--- config.mk ---
export PLATFORM = sky130hd
export DESIGN_NAME = la_inst_server
export DESIGN_NICKNAME = d
export VERILOG_FILES = /design/src/rtl/la_inst_server.sv
export SDC_FILE = /design/constraint.sdc
export NUM_CORES = 2
export LEC_CHECK = 0
export BUFFER_PORTS_ARGS = -buffer_cell sky130_fd_sc_hd__buf_2
export CORE_MARGIN = 1
export CORE_UTILIZATION = 62
export DETAILED_ROUTE_END_ITERATION = 6
export PLACE_DENSITY = 0.79
export SETUP_SLACK_MARGIN = 0.5
export SYNTH_ARGS = -nofsm -noshare
export SYNTH_HDL_FRONTEND = slang
export SYNTH_SLANG_ARGS = --single-unit
--- constraint.sdc ---
create_clock -name clk -period 4.05 [get_ports clk]
set_input_delay 0.2025 -clock clk [delete_from_list [all_inputs] [get_ports clk]]
set_output_delay 0.2025 -clock clk [all_outputs]
set_load 0.05 [all_outputs]
--- src/rtl/la_inst_server.sv ---
// ============================================================================
// Module      : la_inst_server
// Description : Serves instruction words to the memory controller over the
//               logic-analyzer fetch handshake (la_data_in / la_oenb).
// Revision    : 1.0 - initial release
// ============================================================================
`default_nettype none

module la_inst_server #(
    parameter int          DEPTH       = 64,
    parameter int          HOLD_CYCLES = 2,
    parameter logic [31:0] NOP_WORD    = 32'h00000013,
    parameter int          AW          = $clog2(DEPTH)
) (
    input  logic          clk,
    input  logic          reset,
    input  logic          enable,
    input  logic [31:0]   req_addr,
    output logic [31:0]   la_data_in,
    output logic [31:0]   la_oenb,
    input  logic          load_we,
    input  logic [AW-1:0] load_addr,
    input  logic [31:0]   load_data,
    output logic          busy,
    output logic [15:0]   fetch_count,
    output logic [31:0]   served_addr
);

    localparam int            c_CW        = $clog2(HOLD_CYCLES + 1);
    localparam logic [c_CW-1:0] c_HOLD_LOAD = c_CW'(HOLD_CYCLES - 1);

    typedef enum logic [1:0] {
        IDLE   = 2'd0,
        HOLD   = 2'd1,
        SERVED = 2'd2
    } state_t;

    state_t            r_state;
    logic              r_pending;
    logic [c_CW-1:0]   r_hold_cnt;
    logic [31:0]       r_data;
    logic [31:0]       r_oenb;
    logic              r_busy;
    logic [15:0]       r_count;
    logic [31:0]       r_served;
    logic [31:0]       r_mem [DEPTH];

    logic              w_in_range;
    logic [31:0]       w_word;
    logic              w_new_addr;

    // Word index is served_addr[31:2]; anything at or beyond DEPTH reads as NOP.
    assign w_in_range = (r_served[31:AW+2] == '0);
    assign w_word     = w_in_range ? r_mem[r_served[AW+1:2]] : NOP_WORD;
    assign w_new_addr = (req_addr != r_served);

    always_ff @(posedge clk) begin
        if (load_we) begin
            r_mem[load_addr] <= load_data;
        end
    end

    always_ff @(posedge clk) begin
        if (reset) begin
            r_state    <= IDLE;
            r_pending  <= 1'b1;
            r_hold_cnt <= '0;
            r_data     <= '0;
            r_oenb     <= '1;
            r_busy     <= 1'b0;
            r_count    <= '0;
            r_served   <= '0;
        end else if (!enable) begin
            r_state   <= IDLE;
            r_pending <= 1'b1;
            r_oenb    <= '1;
            r_busy    <= 1'b0;
        end else begin
            case (r_state)
                IDLE: begin
                    r_oenb <= '1;
                    if (r_pending) begin
                        r_served   <= req_addr;
                        r_hold_cnt <= c_HOLD_LOAD;
                        r_pending  <= 1'b0;
                        r_busy     <= 1'b1;
                        r_state    <= HOLD;
                    end
                end
                HOLD: begin
                    if (w_new_addr) begin
                        r_served   <= req_addr;
                        r_hold_cnt <= c_HOLD_LOAD;
                    end else if (r_hold_cnt != '0) begin
                        r_hold_cnt <= r_hold_cnt - 1'b1;
                    end else begin
                        // Store read happens here, so a same-edge write yields the old word.
                        r_data  <= w_word;
                        r_oenb  <= '0;
                        r_count <= r_count + 16'd1;
                        r_busy  <= 1'b0;
                        r_state <= SERVED;
                    end
                end
                SERVED: begin
                    if (w_new_addr) begin
                        r_oenb     <= '1;
                        r_served   <= req_addr;
                        r_hold_cnt <= c_HOLD_LOAD;
                        r_busy     <= 1'b1;
                        r_state    <= HOLD;
                    end
                end
                default: begin
                    r_state <= IDLE;
                    r_oenb  <= '1;
                    r_busy  <= 1'b0;
                end
            endcase
        end
    end

    assign la_data_in  = r_data;
    assign la_oenb     = r_oenb;
    assign busy        = r_busy;
    assign fetch_count = r_count;
    assign served_addr = r_served;

endmodule

`default_nettype wire
Word level (Yosys, flattened, before mapping)
Memories as Yosys holds them, arrays and structs flattened. A register that Yosys moved wholly into a read port is not among the register bits.
Cells that the tools add are included.
- add/subtract/negate cells: 2
- eq/ne operators: 9
- multiplexer cells: 25
- bitwise gates (word level): 3
- reduce and logical (&&, ||, !) cells: 12
- operators by type and width (kind ; count):
    32-bit two-way mux ; 6
    32-bit case mux with 2 select lines ; 2
    32-bit inequality test ; 1
    24-bit logical NOT ; 1
    16-bit by 1-bit adder with 16-bit output (second input constant) ; 1
    2-bit two-way mux ; 6
    6-bit two-way mux ; 2
    2-bit case mux with 3 select lines ; 2
    4-bit AND reduction ; 3
    2-bit inequality test (second input constant) ; 4
    1-bit two-way mux ; 6
    5-bit AND reduction ; 1
    2-bit nonzero test ; 2
    2-bit OR reduction ; 2
    3-bit inequality test (second input constant) ; 1
    1-bit NOT ; 3
    1-bit case mux with 3 select lines ; 1
    3-bit AND reduction ; 1
    3-bit nonzero test ; 1
    2-bit by 1-bit equality test with 1-bit output (second input constant) ; 1
    2-bit equality test (second input constant) ; 1
    2-bit logical NOT ; 1
    2-bit by 1-bit inequality test with 1-bit output (second input constant) ; 1
    2-bit by 1-bit subtractor with 2-bit output (second input constant) ; 1
- register bits: 118
- memory bits (writable): 2048
- input port bits: 74
- word-level logic and storage cells: 60
- memories: 1
- memories (memory ; depth ; width ; rd ports ; clocked after Yosys merged registers in ; wr ports ; line ; source):
    r_mem ; 64 ; 32 ; 1 ; 1 ; 1 ; 46 ; logic [31:0] r_mem [DEPTH];

Longest topological paths before layout
- word-level depth: 6
- depth in mapped cells: 12

Worst setup path before layout
Ideal clock, no wire load.
- path type: input port to flip-flop
- start: input port load_addr[5]
- end: memory r_mem[48][0], enable pin
- arrival time: 3.079 ns
- path slack: 0.510 ns
- stages on the path: 4
- cell sequence: clkbuf_1 > nand3_1 > or3_1 > nor3_1
- RTL lines (element ; line ; source):
    start, declared ; 22 ; input logic [AW-1:0] load_addr,
    end, declared ; 46 ;
No word-level cell before the write port.

==> qor.yml <==
viasPerCell: 7.13
antenna_found_initial: 7
crit_type: "reg2reg"
cts_tree: "yes"
grt_pass1_wl_microns: 315000
run_status: "finished, final reports clean"
die_area_sq_mm: 0.135
grt_setup_unrepaired: "false"
std_cell_rows: 133
finalNetCount: 4276
drive_gt1_share_pct: 29.1
synth.cell_area_sq_mm: 0.0825
grt.overflow.total: 0
ioPinCount: 187
initial_utilization_pct: 62.6
syn_inst: 3805
die_h_microns: 367
finalInstanceArea_sq_mm: 0.0936
clkSinkCount: 2141
ir_drop_mv: 0.523
cap_violations: 0
max_freq_ghz: 0.287
yosys_register_bits: 2141
crit_family: "compound AO/OA/AOI/OAI gates"
yosysMostFrequentCell: "edfxtp_1"
dp_cells: 5686
slew_violations: 0
seq_area_frac_synth_pct: 76.8
syn2layout_area_growth_pct: 13.5
setup_violations: 0
instances_no_fill: 6121
final_hold_viol_count: 0
h-tree-depth: 4
yosys_warnings: 0
finClkSkew_ns: 0.0408
path_buf_inv: 2
cts_buffer_depth: 3
synth_top_flop_cell: "edfxtp_1"
min_delay_path_depth: 2
relSlewSlack_pct: 14.5
combPwrFrac_pct: 6.7
leakage_nw: 30.0
power.density_mw_per_mm2: 494
synth_top_cell_by_area: "edfxtp_1"
yosys.cell_types.count: 62
period_share_pct: 86.1
ant_nets: 0
critPathMaxStageDelay_ns: 0.78
synth_area_leaders: "edfxtp_1, mux4_2, dfxtp_1, mux2i_1, buf_4"
p_int_w: 0.0361
wl_per_cell_microns: 36.4
crit_chain: "buf_12 -> buf_4 -> mux4_2 -> mux2i_1 -> a22o_1 -> a221oi_1 -> o21ai_1 -> o2bb2ai_1"
gr-usage-all-layers_pct: 33.5
io_buffers: 186
cp_num_cells: 8
cp-start-kind: "register"
root_buffer: "clkbuf_16"
wl_microns: 223000
grt_pass1_vias: 44258
drt-pass1-iter-count: 6
pwr-share-clk_pct: 40.3
num_vias: 43662
insertion_delay_ns: 0.84
finalCriticalPeriod_ns: 3.49
clk_pin_slew_ns: 0.07
synth_commonest_cells: "edfxtp_1, mux4_2, mux2i_1"
synth_edf_count: 2048
slowest_stage: "a221oi_1"
synth_nets: 3886
grt_max_degree: 78
power_switching_w: 0.0102
p_seq_share_pct: 53.0
cp.arrival_ns: 4.25
swShare_pct: 22.0
die_w_microns: 367
required_ns: 4.82
ys_async_sr_fraction_pct: 0
cts_made_buffers: 200
rr_worst_depth: 8
cp-end-kind: "register"
hold_path.class: "in2reg"
core_area_sq_mm: 0.132
gp_congestion: 0.847
tns_ns: 0
worstMarginPinSlew_ns: 1.28
hpwl_microns: 119000
worstPathMaxFanout: 56
syn_area_per_cell_sq_um: 21.7
drtIter0Drc: 6760
placed_cell_area_sq_mm: 0.0866
synth_top_cell_area_share_pct: 74.6
post-route-drc-count: 0
[final timing paths]
| check | from | slack, ns | endpoint |
|---|---|---|---|
| hold reg to reg | busy | 0.46 | busy |
| setup reg to reg | register | 0.56 | la_data_in[9] |
| hold / removal | load_data[30] | 0.05 | r_mem[62][30] |
| setup / recovery | register | 0.56 | la_data_in[9] |
[state kept, by name (all words and copies together), names as in the netlist, named ones only]
| signal | count |
|---|---|
| fetch_count | 16 |
| r_mem | 2048 |
| la_data_in | 32 |
| r_hold_cnt | 2 |
| r_pending | 1 |
| la_oenb | 1 |
| busy | 1 |
| r_state | 2 |
| served_addr | 32 |
[metrics by stage]
stage          hold slack, ns  worst slack, ns  total power (W)  util, %
2_1_floorplan           0.301            0.510           0.0268        -
3_3_place_gp            0.439            0.638           0.0279     65.7
3_5_place_dp            0.442            0.597           0.0280     65.7
4_1_cts               0.00879            0.539           0.0463     71.0
5_1_grt                0.0500            0.519           0.0473     71.0
6_report               0.0545            0.562           0.0463     71.0
[layout make-up]
class                      instances  area [sq um]
sequential                      2141         63400
fill                            7236         38200
multi-input combinational       1411         18200
clock buffer                     267          5470
timing repair buffer             426          3320
tap                             1755          2200
clock inverter                   105           947
inverter                          15          63.8
antenna                            1          2.50
[layer usage]
metal | wire [microns] | vias to the layer above | track usage (%) | share of wire, %
met5 | 31 | - | 0 | 0.014
met4 | 12400 | 6 | 16.3 | 5.6
met3 | 30500 | 688 | 9.33 | 14
met2 | 105000 | 3867 | 51.7 | 47
met1 | 75300 | 22368 | 44.7 | 34
li1 | - | 16733 | - | -
[cell usage in the layout, fill, tap and decap left out, types with 63 or more instances in the layout]
cell,instances
clkbuf_16,205
mux2i_1,182
buf_4,144
edfxtp_1,2048
nor2_4,63
mux4_2,518
dfxtp_1,89
buf_2,186
nand2_1,114
[kinds of logic after synthesis]
family / share of synthesized area, %
mux: 16.4
fa+ha+maj: 0.106
compound gates: 2.36
buf+inv: 1.70
xor+xnor: 0.361
simple gates: 2.25
flops: 76.8
[power groups by stage]
stage,Combinational (W),Sequential (W),Clock (W)
global route,0.00322,0.0246,0.0195
floorplan,0.00179,0.0250,0
finish,0.00311,0.0246,0.0186
global placement,0.00288,0.0250,0
detailed placement,0.00295,0.0250,0
CTS,0.00306,0.0245,0.0187
[what timing repair did]
item,CTS,global route
hold endpoints to repair,53,0
gates resized for setup,0,1
setup buffers,0,1
hold buffers,61,0
endpoints found under the setup margin,0,19
Power figures use the tool's default switching activity.
